==> src/rtl/fetch_queue.sv <==
// Instruction prefetch queue: sequential fetch into a DEPTH-entry {pc, instr} FIFO, head presented to decode.
// Optional predecode of the head entry is enabled by defining FETCHQ_PREDECODE_EN.
module fetch_queue #(
   parameter int unsigned     DEPTH    = 4,
   parameter int unsigned     XLEN     = 32,
   parameter logic [XLEN-1:0] RESET_PC = '0
) (
   input  logic            clk,
   input  logic            reset,
   input  logic            fetch_en,
   output logic [XLEN-1:0] imem_addr,
   input  logic [XLEN-1:0] imem_rdata,
   input  logic            redirect_valid,
   input  logic [XLEN-1:0] redirect_pc,
   output logic            valid_d,
   input  logic            ready_d,
   output logic [XLEN-1:0] instr_d,
   output logic [XLEN-1:0] pc_d,
   output logic [XLEN-1:0] pcplus4_d,
   output logic            full,
   output logic [6:0]      op_d,
   output logic [2:0]      funct3_d,
   output logic            funct7b5_d,
   output logic            is_ctrl_d
);

   localparam int unsigned     AW  = $clog2(DEPTH);
   localparam int unsigned     CW  = AW + 1;
   localparam logic [XLEN-1:0] NOP = XLEN'(32'h0000_0013);

   logic [XLEN-1:0] pc_mem_q    [DEPTH];
   logic [XLEN-1:0] instr_mem_q [DEPTH];

   logic [AW-1:0]   wr_ptr_q, wr_ptr_d;
   logic [AW-1:0]   rd_ptr_q, rd_ptr_d;
   logic [CW-1:0]   count_q, count_d;
   logic [XLEN-1:0] fetch_pc_q, fetch_pc_d;
   logic            push, pop, nonempty;

   assign nonempty  = (count_q != '0);
   assign full      = (count_q == CW'(DEPTH));
   assign pop       = nonempty & ready_d;
   // A full queue may still accept a push when the head leaves in the same cycle.
   assign push      = fetch_en & ~redirect_valid & (~full | pop);
   assign imem_addr = fetch_pc_q;

   always_comb begin
      wr_ptr_d   = wr_ptr_q;
      rd_ptr_d   = rd_ptr_q;
      count_d    = count_q;
      fetch_pc_d = fetch_pc_q;
      if (redirect_valid) begin
         wr_ptr_d   = '0;
         rd_ptr_d   = '0;
         count_d    = '0;
         fetch_pc_d = {redirect_pc[XLEN-1:2], 2'b00};
      end else begin
         if (push) begin
            wr_ptr_d   = wr_ptr_q + AW'(1);
            fetch_pc_d = fetch_pc_q + XLEN'(4);
         end
         if (pop) begin
            rd_ptr_d = rd_ptr_q + AW'(1);
         end
         count_d = count_q + CW'(push) - CW'(pop);
      end
   end

   always_ff @(posedge clk) begin
      if (reset) begin
         wr_ptr_q   <= '0;
         rd_ptr_q   <= '0;
         count_q    <= '0;
         fetch_pc_q <= RESET_PC;
      end else begin
         wr_ptr_q   <= wr_ptr_d;
         rd_ptr_q   <= rd_ptr_d;
         count_q    <= count_d;
         fetch_pc_q <= fetch_pc_d;
      end
   end

   always_ff @(posedge clk) begin
      if (push && !reset) begin
         pc_mem_q[wr_ptr_q]    <= fetch_pc_q;
         instr_mem_q[wr_ptr_q] <= imem_rdata;
      end
   end

   assign valid_d   = nonempty;
   assign instr_d   = nonempty ? instr_mem_q[rd_ptr_q] : NOP;
   assign pc_d      = nonempty ? pc_mem_q[rd_ptr_q] : '0;
   assign pcplus4_d = nonempty ? pc_mem_q[rd_ptr_q] + XLEN'(4) : '0;

`ifdef FETCHQ_PREDECODE_EN
   always_comb begin
      op_d       = '0;
      funct3_d   = '0;
      funct7b5_d = 1'b0;
      is_ctrl_d  = 1'b0;
      if (nonempty) begin
         op_d       = instr_d[6:0];
         funct3_d   = instr_d[14:12];
         funct7b5_d = instr_d[30];
         is_ctrl_d  = (instr_d[6:0] == 7'b1100011) || (instr_d[6:0] == 7'b1101111) ||
                      (instr_d[6:0] == 7'b1100111);
      end
   end
`else
   assign op_d       = '0;
   assign funct3_d   = '0;
   assign funct7b5_d = 1'b0;
   assign is_ctrl_d  = 1'b0;
`endif

endmodule

==> config.mk <==
export PLATFORM = sky130hd
export DESIGN_NAME = fetch_queue
export DESIGN_NICKNAME = d
export VERILOG_FILES = /design/src/rtl/fetch_queue.sv
export SDC_FILE = /design/constraint.sdc
export NUM_CORES = 1
export LEC_CHECK = 0
export CAP_MARGIN = 10
export CORE_MARGIN = 3
export CORE_UTILIZATION = 49
export DETAILED_ROUTE_END_ITERATION = 10
export PLACE_DENSITY = 0.75
export SETUP_SLACK_MARGIN = 0.1
export SLEW_MARGIN = 20
export SYNTH_ARGS = -nofsm -noshare
export SYNTH_HDL_FRONTEND = slang
export SYNTH_SLANG_ARGS = --single-unit
==> constraint.sdc <==
create_clock -name clk -period 5.6 [get_ports clk]
set_input_delay 0.84 -clock clk [delete_from_list [all_inputs] [get_ports clk]]
set_output_delay 0.84 -clock clk [all_outputs]
set_load 0.005 [all_outputs]
==> metrics.csv <==
stage,metric,value,unit
finish,Antenna Cells,0,
worst_setup_path,nature of the critical path startpoint,register,
routing,drt pass-1 iters,4,
worst_setup_path,CP peak stage delay,0.84,ns
placement,port bufs,190,
logic_synthesis,"area leader, netlist",edfxtp_1,
timing,"Slew Viols, Final",0,
logic_synthesis,count of different cell masters after synthesis,51,
pwr,Comb power frac,7.9,%
floorplanning,die area,0.0273,mm^2
floorplanning,row count,57,
clocking,total CTS buffers,30,
clocking,Worst-path clk slew,0.06,ns
routing,DRT iter0 DRCs,447,
clocking,hold_buf cts,0,
logic_synthesis,commonest cells in the netlist,"248 x edfxtp_1, 65 x nor2_1, 61 x and2_1",
timing,worst slew pin tran,1.02,ns
logic_synthesis,Async SR Flop Fraction,0,%
logic_synthesis,"EDFF count, synth",248,
global_routing,first-pass GRT wire length,42.2,mm
logic_synthesis,"FF+latch count, synth",287,
timing,post-layout min period,5.04,ns
placement,gpl congestion,0.761,
finish,fraction of layout cells with a size suffix above 1,12.5,%
clocking,H-tree depth,1,
pwr,Leakage Power,5.05,nW
worst_setup_path,arrival time at the worst endpoint,4.20,ns
finish,area grow syn2layout,25.4,%
logic_synthesis,post-synthesis sequential area ratio,66.2,%
timing,Final Hold Viols,0,
timing,Slew headroom,32.1,%
global_routing,largest net degree at the start of global routing,63,
worst_setup_path,required time of the critical path,4.76,ns
routing,Vias,7471,
routing,Avg WL per Cell,20.9,um
floorplanning,Die X,165,um
global_routing,gr ovfl total,0,
clocking,Setup Buffers After CTS,0,
global_routing,initial antenna violation count,0,
worst_setup_path,Crit Path Class,reg -> out,
global_routing,vias in the first global route,7418,
logic_synthesis,"Warnings, synthesis",0,
worst_setup_path,slowest cell on the critical path,or4_1,
logic_synthesis,dominant synthesized flop cell,edfxtp_1,
floorplanning,die height,165,um
routing,DRC,0,
status,outcome,finished clean,
finish,Layout Nets,1051,
clocking,clk_lat worst skew,0.54,ns
timing,Setup TNS,0,ns
pwr,part of the power in registers,49.8,%
worst_hold_path,Hold Path Class,reg -> reg,
timing,RSZ-0062 raised after global routing,no,
finish,area of the multi-input gates,0.00385,mm^2
logic_synthesis,Post-Syn Area,0.0124,mm^2
clocking,CTS root buffer,clkbuf_16,
timing,max frequency,198,MHz
routing,antenna-violating nets left,0,
pwr,clock network fraction of total power,42.3,%
logic_synthesis,Cells after Synth,782,
finish,Register Area,0.00823,mm^2
worst_setup_path,CP Capture Type,primary output,
worst_setup_path,worst-path cell chain,mux4_1 > nand3_1 > or4_1 > nor4_1 > mux2_2 > clkdlybuf4s50_1,
worst_setup_path,reg2reg setup slack,2.36,ns
finish,Layout fillers,1792,
logic_synthesis,most numerous cell in the Yosys netlist,edfxtp_1,
clocking,CTS resizes,0,
pwr,Power Density,311,mW/mm^2
clocking,Bufs on Longest Clock Path,3,
pwr,worst vdd ir,0.202,mV
worst_setup_path,crit-path max FO,34,
logic_synthesis,Synth Area per Inst,15.9,um^2
routing,routed wire length,27.5,mm
timing,Final Setup Violations,0,
clocking,Sink Count,287,
pwr,total chip power,4.84,mW
floorplanning,Ports,211,
pwr,Net Sw Power,0.991,mW
timing,skew final,0.00868,ns
job,max-cap viol count,0,
logic_synthesis,largest cells by area after synthesis,"edfxtp_1 60%, mux4_2 7.3%, dfxtp_1 6.3%",
placement,hpwl dp,17.7,mm
floorplanning,area of the core,0.0246,mm^2
timing,"Period Utilization, post-route",90.0,%
clocking,CTS tree,yes,
pwr,sw frac,20.5,%
global_routing,GRT Overall Usage,20.1,%
pwr,Pint,3.85,mW
routing,Via density,5.66,
logic_synthesis,Yosys top cell area share,60.0,%
floorplanning,Starting Density,50.5,%
==> registers in the layout, summed over array words and instances (netlist names), named ones only <==
signal / flops
instr_mem_q: 128
count_q: 3
pc_mem_q: 120
imem_addr: 30
rd_ptr_q: 2
wr_ptr_q: 2
==> final timing paths <==
check	from	endpoint	cells after the start
worst max-delay path	register	pcplus4_d[25]	6
worst min-delay path	rd_ptr_q[1]$_SDFFE_PP0P_	register	2
worst max register to register	count_q[1]$_SDFF_PP0_	count_q[2]$_SDFF_PP0_	12
worst min register to register	rd_ptr_q[1]$_SDFFE_PP0P_	register	2
==> critical path: cells and delay by family (launching register included) <==
kind          cells  cell delay [ns]
buf+inv           1             0.44
flops             1             0.75
mux               2             0.86
simple gates      3             1.59
==> per-layer routing <==
| metal | vias up | global-route usage, % | routed length, um |
|---|---|---|---|
| li1 | 3421 | - | - |
| met1 | 3771 | 27.9 | 11500 |
| met2 | 251 | 33.7 | 13500 |
| met3 | 28 | 3.92 | 2250 |
| met4 | 0 | 3.66 | 292 |
| met5 | - | 0 | 0 |
==> cell usage in the layout, fill, tap and decap left out, types with 10 or more instances in the layout <==
cell | Yosys | final
edfxtp_1 | 248 | 248
clkdlybuf4s50_1 | 0 | 190
nor2_1 | 65 | 65
and2_1 | 61 | 61
mux4_2 | 40 | 40
dfxtp_1 | 39 | 37
clkbuf_16 | 0 | 31
nand2_1 | 27 | 27
mux4_1 | 22 | 22
or3_1 | 18 | 18
conb_1 | 1 | 18
xnor2_1 | 17 | 17
nand3_1 | 16 | 16
o21ai_0 | 16 | 16
a311oi_1 | 16 | 16
nand4_1 | 13 | 13
a211oi_1 | 12 | 12
mux2_2 | 11 | 11
a21oi_1 | 11 | 11
inv_1 | 11 | 10
xor2_1 | 10 | 10
==> power groups by stage <==
| stage | Sequential [mW] | Combinational [mW] | Clock (mW) |
|---|---|---|---|
| 2_1_floorplan | 2.44 | 0.175 | 0 |
| 3_3_place_gp | 2.45 | 0.380 | 0 |
| 3_5_place_dp | 2.46 | 0.385 | 0 |
| 4_1_cts | 2.41 | 0.388 | 2.09 |
| 5_1_grt | 2.42 | 0.417 | 2.18 |
| 6_report | 2.41 | 0.381 | 2.05 |
==> final cells by class <==
cell class / instances / share of cell area [%]
Clock inverter: 16 / 1.31
Timing Repair Buffer: 199 / 12.8
Sequential cell: 287 / 52.9
Tap cell: 324 / 2.60
Inverter: 12 / 0.289
Multi-Input combinational cell: 443 / 24.7
Clock buffer: 40 / 5.39
==> cells by family after synthesis <==
logic type	share of synthesized area, %
other	0.0302
multiplexers	13.0
AND/OR/NAND/NOR	11.1
XOR/XNOR	1.90
adder cells (fa/ha/maj)	0.967
buffers and inverters	3.37
flip-flops	66.2
AO/OA/AOI/OAI	3.36
==> stage by stage <==
stage          setup slack (ns)  std cells  hold WS (ns)  cell area [um^2]  util, %
3_5_place_dp               1.02       1265         0.525             14500     59.1
3_3_place_gp               1.02       1265         0.504             14500     59.1
6_report                  0.561       1321         0.532             15600     63.3
4_1_cts                   0.434       1321         0.542             15600     63.3
5_1_grt                   0.266       1321         0.557             15600     63.3
2_1_floorplan              2.17        799         0.485             12500        -
Power figures use the tool's default switching activity.
